<file path="config.mk">
export PLATFORM = sky130hd
export DESIGN_NAME = perif_gpio
export DESIGN_NICKNAME = d
export VERILOG_FILES = /design/src/rtl/perif_gpio.sv
export SDC_FILE = /design/constraint.sdc
export NUM_CORES = 1
export LEC_CHECK = 0
export CAP_MARGIN = 5
export CORE_UTILIZATION = 49
export CTS_BUF_LIST = sky130_fd_sc_hd__clkbuf_4
export DETAILED_ROUTE_END_ITERATION = 6
export GPL_TIMING_DRIVEN = 0
export PLACE_DENSITY_LB_ADDON = 0.3
export SETUP_SLACK_MARGIN = 0.1
export SYNTH_ARGS = -nofsm -noshare
export SYNTH_HDL_FRONTEND = slang
export SYNTH_SLANG_ARGS = --single-unit
</file>
<file path="constraint.sdc">
create_clock -name i_clk -period 1.6 [get_ports i_clk]
set_clock_uncertainty 0.1 [all_clocks]
set_input_delay 0.32 -clock i_clk [delete_from_list [all_inputs] [get_ports i_clk]]
set_output_delay 0.32 -clock i_clk [all_outputs]
set_load 0.02 [all_outputs]
</file>
<file path="src/rtl/perif_gpio.sv">
// perif_gpio: memory-mapped GPIO controller feeding the IO function selector.
//
// Ports:
//   i_clk, i_rst        clock, synchronous active-high reset
//   i_addr[4:2]         register word address
//   i_be                write byte enables
//   i_wr_en, i_rd_en    requests, held by the master until o_ack
//   i_wr_data           write data
//   o_rd_data           read data, held until the next read
//   o_busy              always 0
//   o_ack               one-cycle transfer acknowledge
//   i_gpio_in           raw asynchronous pad input from the selector
//   o_gpio_out          output value
//   o_gpio_out_en       output enable (1 = drive)
//   o_gpio_pullup       pull-up enable
//   o_gpio_pulldown     pull-down enable (suppressed where pull-up is set)
//   o_irq               level interrupt, OR of all pending bits
//
// Register map (word offset): 0 OUT, 1 IN (RO), 2 OUT_EN, 3 PULLUP, 4 PULLDOWN,
// 5 RISE_EN, 6 FALL_EN, 7 PENDING (W1C).

module perif_gpio #(
    parameter int unsigned p_num_gpios   = 24,
    parameter int unsigned p_sync_stages = 2
) (
    input  logic                   i_clk,
    input  logic                   i_rst,
    input  logic [4:2]             i_addr,
    input  logic [3:0]             i_be,
    input  logic                   i_wr_en,
    input  logic [31:0]            i_wr_data,
    input  logic                   i_rd_en,
    output logic [31:0]            o_rd_data,
    output logic                   o_busy,
    output logic                   o_ack,
    input  logic [p_num_gpios-1:0] i_gpio_in,
    output logic [p_num_gpios-1:0] o_gpio_out,
    output logic [p_num_gpios-1:0] o_gpio_out_en,
    output logic [p_num_gpios-1:0] o_gpio_pullup,
    output logic [p_num_gpios-1:0] o_gpio_pulldown,
    output logic                   o_irq
);

    localparam logic [31:0] ValidMask =
        (p_num_gpios >= 32) ? 32'hFFFF_FFFF : ((32'd1 << p_num_gpios) - 32'd1);

    typedef enum logic [1:0] {StIdle, StAck, StWaitDrop} state_e;

    state_e state_q, state_d;

    logic [p_num_gpios-1:0] out_q,     out_d;
    logic [p_num_gpios-1:0] out_en_q,  out_en_d;
    logic [p_num_gpios-1:0] pullup_q,  pullup_d;
    logic [p_num_gpios-1:0] pulldn_q,  pulldn_d;
    logic [p_num_gpios-1:0] rise_en_q, rise_en_d;
    logic [p_num_gpios-1:0] fall_en_q, fall_en_d;
    logic [p_num_gpios-1:0] pending_q, pending_d;
    logic [31:0]            rd_data_q, rd_data_d;
    logic                   irq_q;

    logic [p_sync_stages-1:0][p_num_gpios-1:0] sync_q;
    logic [p_num_gpios-1:0] sync_in;
    logic [p_num_gpios-1:0] prev_q;
    logic [p_num_gpios-1:0] edge_set;

    logic                   req;
    logic                   accept;
    logic                   wr_commit;
    logic                   rd_commit;
    logic [31:0]            be_mask;
    logic [p_num_gpios-1:0] wmask;
    logic [p_num_gpios-1:0] wdata;
    logic [p_num_gpios-1:0] w1c;
    logic                   unused_wr_bits;

    // ------------------------------------------------------------------
    // Handshake FSM
    // ------------------------------------------------------------------
    assign req       = i_wr_en | i_rd_en;
    assign accept    = (state_q == StIdle) && req;
    assign wr_commit = accept && i_wr_en;
    // A simultaneous write takes priority and leaves the read data untouched.
    assign rd_commit = accept && i_rd_en && !i_wr_en;

    always_ff @(posedge i_clk) begin
        if (i_rst) begin
            state_q <= StIdle;
        end else begin
            state_q <= state_d;
        end
    end

    always_comb begin
        state_d = state_q;
        unique case (state_q)
            StIdle:     if (req) state_d = StAck;
            StAck:      state_d = StWaitDrop;
            // Wait for the master to drop its request so a held request acks only once.
            StWaitDrop: if (!req) state_d = StIdle;
            default:    state_d = StIdle;
        endcase
    end

    always_comb begin
        o_ack = (state_q == StAck);
    end

    assign o_busy = 1'b0;

    // ------------------------------------------------------------------
    // Input synchroniser and edge detection
    // ------------------------------------------------------------------
    always_ff @(posedge i_clk) begin
        if (i_rst) begin
            sync_q <= '0;
            prev_q <= '0;
        end else begin
            sync_q[0] <= i_gpio_in;
            for (int s = 1; s < int'(p_sync_stages); s++) begin
                sync_q[s] <= sync_q[s-1];
            end
            prev_q <= sync_in;
        end
    end

    assign sync_in  = sync_q[p_sync_stages-1];
    assign edge_set = (sync_in & ~prev_q & rise_en_q) | (~sync_in & prev_q & fall_en_q);

    // ------------------------------------------------------------------
    // Register file
    // ------------------------------------------------------------------
    assign be_mask = {{8{i_be[3]}}, {8{i_be[2]}}, {8{i_be[1]}}, {8{i_be[0]}}};
    assign wmask   = be_mask[p_num_gpios-1:0];
    assign wdata   = i_wr_data[p_num_gpios-1:0];
    // Bits above the pin count have no storage behind them.
    assign unused_wr_bits = ^{be_mask & ~ValidMask, i_wr_data & ~ValidMask};

    function automatic logic [p_num_gpios-1:0] merge(
        input logic [p_num_gpios-1:0] cur,
        input logic [p_num_gpios-1:0] mask,
        input logic [p_num_gpios-1:0] data
    );
        return (cur & ~mask) | (data & mask);
    endfunction

    always_comb begin
        out_d     = out_q;
        out_en_d  = out_en_q;
        pullup_d  = pullup_q;
        pulldn_d  = pulldn_q;
        rise_en_d = rise_en_q;
        fall_en_d = fall_en_q;
        w1c       = '0;
        if (wr_commit) begin
            unique case (i_addr)
                3'd0: out_d     = merge(out_q, wmask, wdata);
                3'd1: ;
                3'd2: out_en_d  = merge(out_en_q, wmask, wdata);
                3'd3: pullup_d  = merge(pullup_q, wmask, wdata);
                3'd4: pulldn_d  = merge(pulldn_q, wmask, wdata);
                3'd5: rise_en_d = merge(rise_en_q, wmask, wdata);
                3'd6: fall_en_d = merge(fall_en_q, wmask, wdata);
                3'd7: w1c       = wmask & wdata;
                default: ;
            endcase
        end
        // A new edge in the same cycle as a clear keeps the bit set.
        pending_d = (pending_q & ~w1c) | edge_set;
    end

    always_comb begin
        rd_data_d = rd_data_q;
        if (rd_commit) begin
            unique case (i_addr)
                3'd0: rd_data_d = 32'(out_q);
                3'd1: rd_data_d = 32'(sync_in);
                3'd2: rd_data_d = 32'(out_en_q);
                3'd3: rd_data_d = 32'(pullup_q);
                3'd4: rd_data_d = 32'(pulldn_q);
                3'd5: rd_data_d = 32'(rise_en_q);
                3'd6: rd_data_d = 32'(fall_en_q);
                3'd7: rd_data_d = 32'(pending_q);
                default: rd_data_d = 32'h0;
            endcase
        end
    end

    always_ff @(posedge i_clk) begin
        if (i_rst) begin
            out_q     <= '0;
            out_en_q  <= '0;
            pullup_q  <= '0;
            pulldn_q  <= '0;
            rise_en_q <= '0;
            fall_en_q <= '0;
            pending_q <= '0;
            rd_data_q <= '0;
            irq_q     <= 1'b0;
        end else begin
            out_q     <= out_d;
            out_en_q  <= out_en_d;
            pullup_q  <= pullup_d;
            pulldn_q  <= pulldn_d;
            rise_en_q <= rise_en_d;
            fall_en_q <= fall_en_d;
            pending_q <= pending_d;
            rd_data_q <= rd_data_d;
            irq_q     <= |pending_q;
        end
    end

    // ------------------------------------------------------------------
    // Outputs
    // ------------------------------------------------------------------
    assign o_rd_data       = rd_data_q;
    assign o_gpio_out      = out_q;
    assign o_gpio_out_en   = out_en_q;
    assign o_gpio_pullup   = pullup_q;
    assign o_gpio_pulldown = pulldn_q & ~pullup_q;
    assign o_irq           = irq_q;

endmodule

</file>
# After elaboration in Yosys (flattened, before gate mapping)
# Cells that the tools add are included.
# W data, S select, Z words.
[totals] reg_bits=275 input_bits=67 output_inout_bits=131 word_cells=72
[classes] eq_ne=11 mux=6 n_bitwise=27 reduce_logical=15
[ops] cell="$and A24 B24 Y24" n=13
[ops] cell="$pmux W32 S8" n=1
[ops] cell="$or A24 B24 Y24" n=8
[ops] cell="$not A24 Y24" n=5
[ops] cell="$mux W24" n=2
[ops] cell="$reduce_or A24 Y1" n=1
[ops] cell="$reduce_and A2 Y1" n=7
[ops] cell="$eq A3 B3 Y1 const B" n=4
[ops] cell="$eq A3 B2 Y1 const B" n=2
[ops] cell="$pmux W2 S3" n=1
[ops] cell="$logic_and A1 B1 Y1" n=4
[ops] cell="$mux W2" n=2
[ops] cell="$ne A2 B2 Y1 const B" n=2
[ops] cell="$eq A3 B1 Y1 const B" n=1
[ops] cell="$logic_not A3 Y1" n=1
[ops] cell="$eq A2 B1 Y1 const B" n=1
[ops] cell="$eq A2 B2 Y1 const B" n=1
[ops] cell="$logic_not A2 Y1" n=1
[ops] cell="$logic_not A1 Y1" n=1
[ops] cell="$or A1 B1 Y1" n=1

# Logic depth before layout (Yosys ltp)
[logic_depth] depth_word=7 depth_mapped=7 depth_no_buf=4

# Worst setup path after synthesis
# OpenSTA, ideal clock, no wires.
[synth_timing] path_kind="register to register" start="register state_q[1]" end="register rd_data_q[12] (netlist: o_rd_data[12])" arrival_ns=1.436 slack_ns=-0.081 path_stages_with_launch=6 n_path_buf=1 period_less_slack_ns=1.681 path_cell_list="dfxtp_1 -> or4b_1 -> buf_2 -> or3_1 -> o21ai_1 -> a211oi_2"
[synth_via] elab_chain_cells=4
[synth_rtl] element="start, declared" line="49" text="state_e state_q, state_d;"
[synth_rtl] element="start signal, assigned" line="87" text="state_q <= StIdle;"
[synth_rtl] element="start signal, assigned" line="89" text="state_q <= state_d;"
[synth_rtl] element="$logic_not A2 Y1" line="80" text="assign accept = (state_q == StIdle) && req;"
[synth_rtl] element="$logic_and A1 B1 Y1" line="80"
[synth_rtl] element="$logic_and A1 B1 Y1 (2 in a row)" line="83" text="assign rd_commit = accept && i_rd_en && !i_wr_en;"
[synth_rtl] element="end signal, assigned" line="207" text="rd_data_q <= rd_data_d;"
[synth_rtl] element="end, declared" line="58" text="logic [31:0] rd_data_q, rd_data_d;"
# Every way passes these cells.
# A chain may end at the register's enable or synchronous reset.

# Worst setup path in the final report
[layout_timing] start="register state_q[0]" end="register rd_data_q[2] (netlist: o_rd_data[2])"
# Same word-level chain as after synthesis.

==> results.toml <==
[outcome]
status = "complete, but fails checks"
violations = "DRC, setup timing"

[timing]
hold_ws_ns = 0.07203
grt_setup_unrepaired = "true"
hold_viol = 0
fin_crit_ns = 1.834
worstMarginPinSlew_ns = 0.7797
setup_ws_ns = -0.2339
finalCritPeriodShare_pct = 114.6
fmax_mhz = 545.3
drv_slew = 0
setup_viol = 224
relSlewSlack_pct = 48.02

[critical_path]
critPathLaunchType = "flip-flop"
critPathKind = "reg2reg"
crit_fanout = 10
cp.required_ns = 2.04
r2r_slack_ns = -0.23
crit_top_cell = "buf_12"
critical_path.endpoint_type = "flip-flop"
setup.worst_path.end = "o_rd_data[2]$_SDFFE_PP0P_"
path_cells = "or4b_4, buf_12, buf_12, a221oi_4, a211oi_1"
r2r.worst_path.cells = 5
timing.rr.start = "state_q[0]$_SDFFE_PP0P_"
r2r-end = "o_rd_data[2]$_SDFFE_PP0P_"
worst_path_largest_cell_delay_ns = 0.53
crit_slowest_cell = "or4b_4"
worstPathArrival_ns = 2.27
setup.worst_path.start = "state_q[0]$_SDFFE_PP0P_"

[global_route]
gr-total-overflow = 0
grt.busiest_layer = "met2"
grt_pass1_vias = 11333
use_met3_pct = 7.948
grt_pass1_wl_um = 63690
antenna_found_initial = 2
grt_usage_pct = 35.60
use_met2_pct = 55.80
use_met1_pct = 44.84
grt_max_degree = 11

[route]
dr.first_iter.drc_count = 1403
first_pass_iters = 7
routed_wl_um = 46090
drtAntennaViolNets = 0
vias_per_cell = 6.214
wl_per_cell_um = 23.66
via_count = 12105
drc = 2

[die]
io_pins = 198
die_h_um = 153.7
initial_utilization_pct = 49.93
dieArea_um2 = 23610
die_width_um = 153.7
placement_rows = 55
core_area_um2 = 22570

[clock_network]
cts_sinks = 267
tritoncts = "built"
cts_max_path_buffers = 3
htreeDepth = 3
clk_latency_ns = 0.70
hold_buffers = 0
cts_buffers = 70
root_buffer = "clkbuf_4"
path_clk_slew_ns = 0.06

[synth]
synth_cell_type_count = 52
syn_area_per_cell_um2 = 9.261
syn_area_um2 = 11270
synth_edf_count = 0
netlist_instances = 1217
synth_flop_cell = "dfxtp_1"
synthArstFlopShare_pct = 0
synth_seq_area_share_pct = 47.42
synth-seq-cells = 267
yosys_warnings = 0

[placed_design]
detailed_place_hpwl_um = 26650
io_buffer_count = 179
post_dp_cell_area_um2 = 13530
gp_congestion = 0.9433

[power_and_ir_drop]
ir_worst_vdd_v = 0.0004590
power_uw = 15020
power.density_nw_per_um2 = 859.9
p_leak_uw = 0.006868

[worst_hold_path]
hold_class = "in2reg"

[layout]
fin_area_um2 = 17460
area_growth_pct = 54.93
layout_commonest_cell = "buf_4"
drive_gt1_share_pct = 51.33
final_cell_mix = "buf_4 (148), dfxtp_1 (145), buf_6 (135)"
nNetsFinal = 1687

[job]
maxCapViolCount = 0
==> power by group <==
part / leakage, uW / internal, uW / switching, uW
Clock: 0.000518 / 3140 / 2850
Combinational: 0.00412 / 899 / 1200
Sequential: 0.00223 / 6790 / 134
==> metrics by stage <==
stage / TNS, ns / instances / utilization [%] / worst slack (ns)
floorplan: -0.2778 / 1225 / - / -0.04664
global placement: -195.51 / 1689 / 59.96 / -1.160
detailed placement: -203.30 / 1689 / 59.96 / -1.183
CTS: -9.257 / 1918 / 72.59 / -0.1804
global route: -23.05 / 1948 / 77.36 / -0.2445
finish: -21.18 / 1948 / 77.36 / -0.2339
==> worst max-delay path: cells and delay by family (launching register included) <==
family	cells	cell delay, ns
AOI/OAI and AO/OA	2	0.34
buffers and inverters	2	0.33
and+or+nand+nor	1	0.53
DFF	1	0.37
==> worst min path at each step <==
stage / slack, ns / cells after the start / start / endpoint
4_1_cts: 0.07 / 2 / i_gpio_in[10] / sync_q[10]$_SDFF_PP0_
3_3_place_gp: 0.32 / 1 / sync_q[13]$_SDFF_PP0_ / sync_in[13]$_SDFF_PP0_
2_1_floorplan: 0.31 / 1 / sync_q[0]$_SDFF_PP0_ / sync_in[0]$_SDFF_PP0_
6_report: 0.07 / 2 / i_gpio_in[10] / sync_q[10]$_SDFF_PP0_
3_5_place_dp: 0.32 / 1 / sync_q[14]$_SDFF_PP0_ / sync_in[14]$_SDFF_PP0_
5_1_grt: 0.08 / 2 / i_gpio_in[13] / sync_q[13]$_SDFF_PP0_
==> cells by family after synthesis <==
family	count (synthesis)	synth area share, %
buf+inv	120	5.240
compound gates	236	14.84
mux	123	11.15
other cells	1	0.03327
simple gates	470	21.31
flops	267	47.42
==> Yosys cell counts (3+ instances only) <==
cell type / n / share of area [%]
nand2_1: 81 / 2.7
nand3_2: 3 / 0.27
a22o_1: 19 / 1.5
buf_2: 34 / 1.5
nor2_1: 143 / 4.8
and4bb_2: 3 / 0.33
dfxtp_1: 267 / 47
a221oi_1: 3 / 0.23
nor2b_1: 101 / 5.6
o221ai_1: 3 / 0.23
a22oi_1: 19 / 1.3
a211oi_2: 10 / 1.1
nor4_1: 7 / 0.39
a21oi_1: 73 / 3.2
buf_4: 15 / 1.0
o22ai_1: 36 / 2.0
a32o_1: 3 / 0.27
nor3b_1: 5 / 0.33
o2bb2ai_1: 3 / 0.23
mux2i_1: 103 / 9.1
clkbuf_1: 40 / 1.3
o21ai_0: 30 / 1.3
buf_1: 3 / 0.10
or3_1: 3 / 0.17
inv_1: 23 / 0.77
o21ai_1: 4 / 0.18
nand3b_1: 24 / 1.6
and3_1: 5 / 0.28
and2_1: 4 / 0.22
nand3_1: 77 / 3.4
a211oi_1: 10 / 0.67
mux2_2: 20 / 2.0
buf_6: 4 / 0.40
a221oi_2: 16 / 2.1
==> area by class of cell <==
| class | instances | area, um^2 |
|---|---|---|
| diodes | 3 | 7.507 |
| plain buffers | 97 | 867.1 |
| clock buffers | 106 | 795.8 |
| clock inverters | 6 | 48.80 |
| fillers | 1372 | 5110 |
| inverters | 23 | 86.33 |
| multi-input cells | 838 | 6585 |
| flip-flops and latches | 267 | 5550 |
| well taps | 285 | 356.6 |
| repair buffers | 323 | 3164 |
==> layer usage <==
metal	up-vias	wire, um
li1	5119	-
met3	231	5223
met1	5775	17030
met2	980	20900
met4	0	2931
met5	-	0
==> what timing repair did <==
action	in CTS	in global routing
pin swaps	72	67
buffers inserted	113	28
cloned	4	1
endpoints found under the hold margin	0	0
gates resized for setup	1074	213
endpoints found under the setup margin	315	317
Power figures use the tool's default switching activity.
